===== config.mk =====
export PLATFORM = sky130hd
export DESIGN_NAME = rv_decode_stage
export DESIGN_NICKNAME = d
export VERILOG_FILES = /design/src/rtl/rv_decode_pkg.sv /design/src/rtl/rv_imm_gen.sv /design/src/rtl/rv_decode_stage.sv
export SDC_FILE = /design/constraint.sdc
export NUM_CORES = 1
export LEC_CHECK = 0
export BUFFER_PORTS_ARGS = -buffer_cell sky130_fd_sc_hd__buf_2
export CORE_MARGIN = 5
export CORE_UTILIZATION = 45
export DETAILED_ROUTE_END_ITERATION = 8
export HOLD_SLACK_MARGIN = 0.08
export PLACE_DENSITY = 0.67
export SYNTH_ARGS = -nofsm -noshare
export SYNTH_HDL_FRONTEND = slang
export SYNTH_SLANG_ARGS = --single-unit

===== constraint.sdc =====
create_clock -name clk -period 4.4 [get_ports clk]
set_input_delay 0.44 -clock clk [delete_from_list [all_inputs] [get_ports clk]]
set_output_delay 0.44 -clock clk [all_outputs]
set_load 0.02 [all_outputs]

===== src/rtl/rv_decode_pkg.sv =====
// Shared definitions for the RV32I/RV64I decode stage: op codes, major
// opcodes, immediate formats and the decoded-entry record held in the queue.
package rv_decode_pkg;

    localparam int OP_W = 6;

    // Compact op codes
    localparam logic [OP_W-1:0] OP_ADD     = 6'd0;
    localparam logic [OP_W-1:0] OP_SUB     = 6'd1;
    localparam logic [OP_W-1:0] OP_XOR     = 6'd2;
    localparam logic [OP_W-1:0] OP_OR      = 6'd3;
    localparam logic [OP_W-1:0] OP_AND     = 6'd4;
    localparam logic [OP_W-1:0] OP_SLL     = 6'd5;
    localparam logic [OP_W-1:0] OP_SRL     = 6'd6;
    localparam logic [OP_W-1:0] OP_SRA     = 6'd7;
    localparam logic [OP_W-1:0] OP_SLT     = 6'd8;
    localparam logic [OP_W-1:0] OP_SLTU    = 6'd9;
    localparam logic [OP_W-1:0] OP_ADDI    = 6'd10;
    localparam logic [OP_W-1:0] OP_XORI    = 6'd11;
    localparam logic [OP_W-1:0] OP_ORI     = 6'd12;
    localparam logic [OP_W-1:0] OP_ANDI    = 6'd13;
    localparam logic [OP_W-1:0] OP_SLLI    = 6'd14;
    localparam logic [OP_W-1:0] OP_SRLI    = 6'd15;
    localparam logic [OP_W-1:0] OP_SRAI    = 6'd16;
    localparam logic [OP_W-1:0] OP_SLTI    = 6'd17;
    localparam logic [OP_W-1:0] OP_SLTIU   = 6'd18;
    localparam logic [OP_W-1:0] OP_LB      = 6'd19;
    localparam logic [OP_W-1:0] OP_LH      = 6'd20;
    localparam logic [OP_W-1:0] OP_LW      = 6'd21;
    localparam logic [OP_W-1:0] OP_LBU     = 6'd22;
    localparam logic [OP_W-1:0] OP_LHU     = 6'd23;
    localparam logic [OP_W-1:0] OP_SB      = 6'd24;
    localparam logic [OP_W-1:0] OP_SH      = 6'd25;
    localparam logic [OP_W-1:0] OP_SW      = 6'd26;
    localparam logic [OP_W-1:0] OP_BEQ     = 6'd27;
    localparam logic [OP_W-1:0] OP_BNE     = 6'd28;
    localparam logic [OP_W-1:0] OP_BLT     = 6'd29;
    localparam logic [OP_W-1:0] OP_BGE     = 6'd30;
    localparam logic [OP_W-1:0] OP_BLTU    = 6'd31;
    localparam logic [OP_W-1:0] OP_BGEU    = 6'd32;
    localparam logic [OP_W-1:0] OP_JAL     = 6'd33;
    localparam logic [OP_W-1:0] OP_LUI     = 6'd34;
    localparam logic [OP_W-1:0] OP_AUIPC   = 6'd35;
    localparam logic [OP_W-1:0] OP_JALR    = 6'd36;
    localparam logic [OP_W-1:0] OP_MUL     = 6'd40;
    localparam logic [OP_W-1:0] OP_ILLEGAL = 6'd63;

    // Major opcodes, instr[6:0]
    localparam logic [6:0] OPC_OP     = 7'b0110011;
    localparam logic [6:0] OPC_OPIMM  = 7'b0010011;
    localparam logic [6:0] OPC_LOAD   = 7'b0000011;
    localparam logic [6:0] OPC_STORE  = 7'b0100011;
    localparam logic [6:0] OPC_BRANCH = 7'b1100011;
    localparam logic [6:0] OPC_JAL    = 7'b1101111;
    localparam logic [6:0] OPC_JALR   = 7'b1100111;
    localparam logic [6:0] OPC_LUI    = 7'b0110111;
    localparam logic [6:0] OPC_AUIPC  = 7'b0010111;

    // Immediate formats; FMT_R yields a zero immediate
    typedef enum logic [2:0] {
        FMT_R, FMT_I, FMT_S, FMT_B, FMT_U, FMT_J
    } imm_fmt_e;

    // Width-independent part of a decoded entry (imm/pc stored alongside)
    typedef struct packed {
        logic [OP_W-1:0] op;
        logic [4:0]      rs1;
        logic [4:0]      rs2;
        logic [4:0]      rd;
        logic            rs1_en;
        logic            rs2_en;
        logic            rd_we;
        logic            illegal;
    } dec_entry_t;

endpackage


===== src/rtl/rv_imm_gen.sv =====
// Immediate generator: selects an instruction format and produces the
// sign-extended XLEN immediate. Purely combinational.
module rv_imm_gen
    import rv_decode_pkg::*;
#(
    parameter int XLEN = 32
) (
    input  logic [31:0]     instr,
    input  imm_fmt_e        fmt,
    output logic [XLEN-1:0] imm
);

    logic [31:0] imm32;

    // Assemble the 32-bit sign-extended immediate for the selected format
    always_comb begin
        imm32 = '0;
        unique case (fmt)
            FMT_I:   imm32 = {{20{instr[31]}}, instr[31:20]};
            FMT_S:   imm32 = {{20{instr[31]}}, instr[31:25], instr[11:7]};
            FMT_B:   imm32 = {{19{instr[31]}}, instr[31], instr[7], instr[30:25], instr[11:8], 1'b0};
            FMT_U:   imm32 = {instr[31:12], 12'b0};
            FMT_J:   imm32 = {{11{instr[31]}}, instr[31], instr[19:12], instr[20], instr[30:21], 1'b0};
            default: imm32 = '0;
        endcase
    end

    // Widening a signed value sign-extends it to XLEN
    assign imm = XLEN'($signed(imm32));

endmodule


===== src/rtl/rv_decode_stage.sv =====
// RV32I/RV64I decode stage: combinational decode of the accepted word,
// registered into a DEPTH-entry in-order queue toward execute.
// Optional M extension decode is enabled by defining RV_M_EXT_EN.
module rv_decode_stage
    import rv_decode_pkg::*;
#(
    parameter int XLEN  = 32,
    parameter int DEPTH = 2
) (
    input  logic            clk,
    input  logic            reset,
    input  logic            flush,
    input  logic            in_valid,
    output logic            in_ready,
    input  logic [31:0]     in_instr,
    input  logic [XLEN-1:0] in_pc,
    output logic            out_valid,
    input  logic            out_ready,
    output logic [OP_W-1:0] out_op,
    output logic [4:0]      out_rs1,
    output logic [4:0]      out_rs2,
    output logic [4:0]      out_rd,
    output logic            out_rs1_en,
    output logic            out_rs2_en,
    output logic            out_rd_we,
    output logic [XLEN-1:0] out_imm,
    output logic [XLEN-1:0] out_pc,
    output logic            out_illegal
);

    localparam int AW = $clog2(DEPTH);

    logic [6:0]      opcode;
    logic [2:0]      funct3;
    logic [6:0]      funct7;
    logic            legal;
    logic [OP_W-1:0] op_sel;
    imm_fmt_e        fmt_sel;
    logic            en_rs1, en_rs2, en_rd;
    dec_entry_t      dec_next;
    logic [XLEN-1:0] imm_next;

    dec_entry_t      slot_reg [DEPTH];
    logic [XLEN-1:0] imm_reg  [DEPTH];
    logic [XLEN-1:0] pc_reg   [DEPTH];
    logic [AW-1:0]   wr_ptr_reg, rd_ptr_reg;
    logic [AW:0]     count_reg;
    logic            push, pop;

    assign opcode = in_instr[6:0];
    assign funct3 = in_instr[14:12];
    assign funct7 = in_instr[31:25];

    // Classify the word: op code, immediate format, enables and legality
    always_comb begin
        legal   = 1'b0;
        op_sel  = OP_ILLEGAL;
        fmt_sel = FMT_R;
        en_rs1  = 1'b0;
        en_rs2  = 1'b0;
        en_rd   = 1'b0;
        unique case (opcode)
            OPC_OP: begin
                {en_rs1, en_rs2, en_rd} = 3'b111;
                unique case (funct7)
                    7'h00: begin
                        legal = 1'b1;
                        unique case (funct3)
                            3'b000:  op_sel = OP_ADD;
                            3'b001:  op_sel = OP_SLL;
                            3'b010:  op_sel = OP_SLT;
                            3'b011:  op_sel = OP_SLTU;
                            3'b100:  op_sel = OP_XOR;
                            3'b101:  op_sel = OP_SRL;
                            3'b110:  op_sel = OP_OR;
                            default: op_sel = OP_AND;
                        endcase
                    end
                    7'h20: begin
                        if (funct3 == 3'b000) begin
                            legal  = 1'b1;
                            op_sel = OP_SUB;
                        end else if (funct3 == 3'b101) begin
                            legal  = 1'b1;
                            op_sel = OP_SRA;
                        end
                    end
`ifdef RV_M_EXT_EN
                    7'h01: begin
                        // mul..remu occupy 40..47, indexed by funct3
                        legal  = 1'b1;
                        op_sel = OP_MUL | {3'b000, funct3};
                    end
`endif
                    default: legal = 1'b0;
                endcase
            end
            OPC_OPIMM: begin
                fmt_sel = FMT_I;
                {en_rs1, en_rd} = 2'b11;
                legal = 1'b1;
                unique case (funct3)
                    3'b000: op_sel = OP_ADDI;
                    3'b010: op_sel = OP_SLTI;
                    3'b011: op_sel = OP_SLTIU;
                    3'b100: op_sel = OP_XORI;
                    3'b110: op_sel = OP_ORI;
                    3'b111: op_sel = OP_ANDI;
                    3'b001: begin
                        op_sel = OP_SLLI;
                        // RV64 shamt uses bit 25, so only [31:26] are checked
                        legal  = (XLEN == 64) ? (in_instr[31:26] == 6'h00) : (funct7 == 7'h00);
                    end
                    default: begin
                        if ((XLEN == 64) ? (in_instr[31:26] == 6'h10) : (funct7 == 7'h20)) begin
                            op_sel = OP_SRAI;
                        end else begin
                            op_sel = OP_SRLI;
                            legal  = (XLEN == 64) ? (in_instr[31:26] == 6'h00) : (funct7 == 7'h00);
                        end
                    end
                endcase
            end
            OPC_LOAD: begin
                fmt_sel = FMT_I;
                {en_rs1, en_rd} = 2'b11;
                legal = 1'b1;
                unique case (funct3)
                    3'b000:  op_sel = OP_LB;
                    3'b001:  op_sel = OP_LH;
                    3'b010:  op_sel = OP_LW;
                    3'b100:  op_sel = OP_LBU;
                    3'b101:  op_sel = OP_LHU;
                    default: legal  = 1'b0;
                endcase
            end
            OPC_STORE: begin
                fmt_sel = FMT_S;
                {en_rs1, en_rs2} = 2'b11;
                legal = 1'b1;
                unique case (funct3)
                    3'b000:  op_sel = OP_SB;
                    3'b001:  op_sel = OP_SH;
                    3'b010:  op_sel = OP_SW;
                    default: legal  = 1'b0;
                endcase
            end
            OPC_BRANCH: begin
                fmt_sel = FMT_B;
                {en_rs1, en_rs2} = 2'b11;
                legal = 1'b1;
                unique case (funct3)
                    3'b000:  op_sel = OP_BEQ;
                    3'b001:  op_sel = OP_BNE;
                    3'b100:  op_sel = OP_BLT;
                    3'b101:  op_sel = OP_BGE;
                    3'b110:  op_sel = OP_BLTU;
                    3'b111:  op_sel = OP_BGEU;
                    default: legal  = 1'b0;
                endcase
            end
            OPC_JALR: begin
                fmt_sel = FMT_I;
                {en_rs1, en_rd} = 2'b11;
                op_sel  = OP_JALR;
                legal   = (funct3 == 3'b000);
            end
            OPC_JAL: begin
                fmt_sel = FMT_J;
                en_rd   = 1'b1;
                op_sel  = OP_JAL;
                legal   = 1'b1;
            end
            OPC_LUI: begin
                fmt_sel = FMT_U;
                en_rd   = 1'b1;
                op_sel  = OP_LUI;
                legal   = 1'b1;
            end
            OPC_AUIPC: begin
                fmt_sel = FMT_U;
                en_rd   = 1'b1;
                op_sel  = OP_AUIPC;
                legal   = 1'b1;
            end
            default: legal = 1'b0;
        endcase
        // Illegal words collapse to a clean record: no enables, zero immediate
        if (!legal || in_instr[1:0] != 2'b11) begin
            legal   = 1'b0;
            op_sel  = OP_ILLEGAL;
            fmt_sel = FMT_R;
            en_rs1  = 1'b0;
            en_rs2  = 1'b0;
            en_rd   = 1'b0;
        end
    end

    rv_imm_gen #(.XLEN(XLEN)) u_imm_gen (
        .instr (in_instr),
        .fmt   (fmt_sel),
        .imm   (imm_next)
    );

    // Pack the decoded record; x0 is never written
    always_comb begin
        dec_next.op      = op_sel;
        dec_next.rs1     = in_instr[19:15];
        dec_next.rs2     = in_instr[24:20];
        dec_next.rd      = in_instr[11:7];
        dec_next.rs1_en  = en_rs1;
        dec_next.rs2_en  = en_rs2;
        dec_next.rd_we   = en_rd && (in_instr[11:7] != 5'd0);
        dec_next.illegal = !legal;
    end

    assign in_ready  = (count_reg != (AW+1)'(DEPTH));
    assign out_valid = (count_reg != '0);
    assign push      = in_valid && in_ready;
    assign pop       = out_valid && out_ready;

    // Queue storage, pointers and occupancy; reset beats flush beats push/pop
    always_ff @(posedge clk) begin
        if (reset) begin
            wr_ptr_reg <= '0;
            rd_ptr_reg <= '0;
            count_reg  <= '0;
            for (int i = 0; i < DEPTH; i++) begin
                slot_reg[i] <= '{op: OP_ILLEGAL, default: '0};
                imm_reg[i]  <= '0;
                pc_reg[i]   <= '0;
            end
        end else if (flush) begin
            wr_ptr_reg <= '0;
            rd_ptr_reg <= '0;
            count_reg  <= '0;
        end else begin
            if (push) begin
                slot_reg[wr_ptr_reg] <= dec_next;
                imm_reg[wr_ptr_reg]  <= imm_next;
                pc_reg[wr_ptr_reg]   <= in_pc;
                wr_ptr_reg           <= wr_ptr_reg + AW'(1);
            end
            if (pop) begin
                rd_ptr_reg <= rd_ptr_reg + AW'(1);
            end
            unique case ({push, pop})
                2'b10:   count_reg <= count_reg + (AW+1)'(1);
                2'b01:   count_reg <= count_reg - (AW+1)'(1);
                default: count_reg <= count_reg;
            endcase
        end
    end

    assign out_op      = slot_reg[rd_ptr_reg].op;
    assign out_rs1     = slot_reg[rd_ptr_reg].rs1;
    assign out_rs2     = slot_reg[rd_ptr_reg].rs2;
    assign out_rd      = slot_reg[rd_ptr_reg].rd;
    assign out_rs1_en  = slot_reg[rd_ptr_reg].rs1_en;
    assign out_rs2_en  = slot_reg[rd_ptr_reg].rs2_en;
    assign out_rd_we   = slot_reg[rd_ptr_reg].rd_we;
    assign out_illegal = slot_reg[rd_ptr_reg].illegal;
    assign out_imm     = imm_reg[rd_ptr_reg];
    assign out_pc      = pc_reg[rd_ptr_reg];

endmodule


==> impl_results.md <==
* F_max at 376 MHz
* RSZ-0062 raised after global routing: no
* Max clock buf depth at 2
* Worst setup SP type: flop
* Tmin final at 2.66 ns
* Warnings, synthesis at 0
* Worst-path fanout max at 37
* GRT busiest layer: met2
* Hold Vio Cnt, Final at 0
* Xor/xnor share of the synthesized area at 0.00585
* Post-DR wirelength/cell at 20.1 um
* Crit-path cells: buf_4 > mux2_2 > buf_2
* Starting DRC count in detailed routing at 538
* Syn Std Cell Area at 8980 um^2
* Clk_skew at 0.0106 ns
* Ys flop type: edfxtp_1
* CP max stage cell: dfxtp_4
* H-tree depth at 4
* Syn-to-layout area delta at 17.1%
* Status: finished, final reports clean
* CP Data Required Time at 3.96 ns
* Row count at 51
* Total wire length at 22000 um
* Number of diodes at 0
* Slew Viols, Final at 0
* TritonCTS Buffers at 17
* FF+latch count, synth at 183
* Met1 Resource Use GR at 0.256
* Setup TNS at 0 ns
* Period utilization at 0.604
* CP Class: reg2out
* Finish-stage setup viols at 0
* Vias in the first global route at 6143
* Max cap viols at 0
* Die area at 22900 um^2
* Rel. slew slack at 0.369
* Synthesized Nets at 749
* Worst-Skew Late Latency at 0.42 ns
* CTS Sinks at 183
* Crit path max-delay family: buffers and inverters
* GR Layer Usage met3 at 0.0464
* Starting Density at 0.460
* Overall Global Routing Usage at 0.194
* Main combinational cell family by area after synthesis: simple AND/OR/NAND/NOR gates
* Hold Crit Class: in2reg
* First-pass GRT wire length at 33900 um
* Clk root buf: clkbuf_16
* Post_cts resized at 0
* Worst path buffer plus inverter count at 2
* Measured slew at the worst slew-check pin at 0.947 ns
* Final Util at 0.539
* Critical R2R Launch: count_reg[0]
* Place WS at 1.39 ns
* Share of cells above drive strength 1 at 0.377
* Synth Area in Simple Gates at 0.163
* Largest stage delay on the critical path at 0.60 ns
* ANT nets after route at 0
* Avg Inst Size Synth at 13.2 um^2
* Gr ovfl total at 0
* Initial antenna violation count at 0
* Register area share after synthesis at 0.606
* Die W at 151 um
* Met2 Use GR at 0.317
* Adder-Cell Fraction of Synth Area at 0.00139
* Post-Synthesis Cells at 679
* Power Density at 361 nW/um^2
* Crit path DAT at 2.22 ns
* IO Port Bufs at 159
* Worst vdd ir at 0.000258 V
* Clock Pin Slew Worst Setup and Hold Paths at 0.07 ns
* Vias per inst at 5.50
* Post-DP HPWL at 15000 um
* Setup slack, reg-to-reg at 1.79 ns
* Post-CTS setup buffers at 0
* Multiplexer share of the synthesized area at 0.113
* Drt pass-1 iters at 5
* Routability cong. at 0.882
* I/O pins at 160
* Final setup margin at 1.74 ns
* LEAKAGE at 4.34 nW
* CTS tree: built
* Hold path startpoint: in_pc[0]
* R2R Path End: imm_reg[1][15]
* Cts hold-fix bufs at 0
* Pin count of the biggest net entering global routing at 63
* Via count at 6025
* Chip height at 151 um
* Hold Path Depth at 2
* Post-synth EDFFs at 178
* Core area at 19500 um^2
* Compound-gate portion of the synthesized area at 0.0862
* Cell variety after synth at 67
* Post-synth ARST share at 0
* Final nets at 887
* R2r worst-path depth at 6
* Residual DRC count at 0
* Design Power at 3.80 mW
* Hold Path Sink: pc_reg[0][0]
* Critical Path Sink Type: output port
[worst max-delay path by stage]
stage                  from               to  depth (start not counted)
6_report               flop      out_imm[11]                          3
3_5_place_dp    in_instr[2]  slot_reg[0][19]                          6
2_1_floorplan  count_reg[0]    imm_reg[1][0]                          4
5_1_grt        count_reg[0]   imm_reg[1][15]                          6
4_1_cts                flop        out_op[3]                          3
3_3_place_gp    in_instr[2]    imm_reg[1][6]                          6
[power by group]
part	leakage [nW]	switching [mW]	internal (mW)	total, mW
clock network	0.257	0.637	0.772	1.41
registers	1.86	0.0209	1.99	2.01
logic	2.22	0.247	0.137	0.384
[cell usage after synthesis (2+ instances only)]
cell type | count | area share
o21a_1 | 4 | 0.0033
buf_6 | 3 | 0.0038
xor2_1 | 3 | 0.0029
and4_2 | 2 | 0.0022
clkbuf_1 | 39 | 0.016
or4_1 | 2 | 0.0017
edfxtp_1 | 178 | 0.60
o31ai_1 | 3 | 0.0025
and3b_1 | 2 | 0.0020
o2111a_1 | 3 | 0.0038
and4b_1 | 2 | 0.0022
a21oi_1 | 22 | 0.012
a21o_2 | 2 | 0.0020
nor3_1 | 11 | 0.0061
nor2_1 | 27 | 0.011
a21o_1 | 37 | 0.031
o211ai_2 | 2 | 0.0028
nand3_1 | 10 | 0.0056
nand4_1 | 7 | 0.0049
dfxtp_1 | 5 | 0.011
nor2b_1 | 7 | 0.0049
xnor2_1 | 3 | 0.0029
o22ai_1 | 3 | 0.0021
nand2_1 | 20 | 0.0084
nand4b_1 | 5 | 0.0049
or3_1 | 5 | 0.0035
and4_1 | 11 | 0.011
or2_2 | 6 | 0.0042
mux2_2 | 90 | 0.11
o211ai_1 | 5 | 0.0042
and3_1 | 2 | 0.0014
o21ai_0 | 13 | 0.0072
nor3b_1 | 2 | 0.0017
and2_1 | 96 | 0.067
a221oi_1 | 3 | 0.0029
nand2b_1 | 8 | 0.0056
buf_2 | 6 | 0.0033
[worst register-to-register path, delay by kind of cell (launching register included)]
kind / cells / cell delay, ns
AOI/OAI and AO/OA: 2 / 0.83
buffers and inverters: 1 / 0.47
DFF: 1 / 0.38
and+or+nand+nor: 3 / 0.79
[cells in the final DEF, fill, tap and decap left out, drive strengths merged, types with 6 or more instances in the layout]
cell,n
or2,7
edfxtp,178
o21ai,13
or3,6
clkbuf,18
nand2b,9
buf,169
a21oi,22
a21o,39
nand2,21
nor3,11
clkinv,8
nor2b,7
and2,96
o211ai,7
nand4,7
nand3,10
nor2,28
mux2,90
and4,13
[cell type report]
class                      instances  area [um^2]
sequential                       183         5450
tap                              265          332
multi-input combinational        446         3330
clock buffer                      18          429
clock inverter                    14          110
fill                            1686         9010
timing repair buffer             169          871
[per-stage QoR]
stage / hold slack, ns / cells / cell area, um^2
2_1_floorplan: 0.478 / 679 / 8980
3_3_place_gp: 0.489 / 1063 / 9980
3_5_place_dp: 0.512 / 1063 / 9980
4_1_cts: 0.287 / 1095 / 10500
5_1_grt: 0.292 / 1095 / 10500
6_report: 0.304 / 1095 / 10500
[cells by family after synthesis]
logic type,Yosys count
adders and majority gates,1
muxes,90
xor gates and xnor gates,6
buffers and inverters,50
AOI/OAI and AO/OA,110
and+or+nand+nor,239
DFF,183
[layer usage]
metal,vias to the layer above,wire length (um),part of all wire
li1,2837,-,-
met1,2956,9450,0.43
met2,201,10600,0.48
met3,31,1520,0.069
met4,0,465,0.021
met5,-,0,0
(Power assumes the default switching activity.)
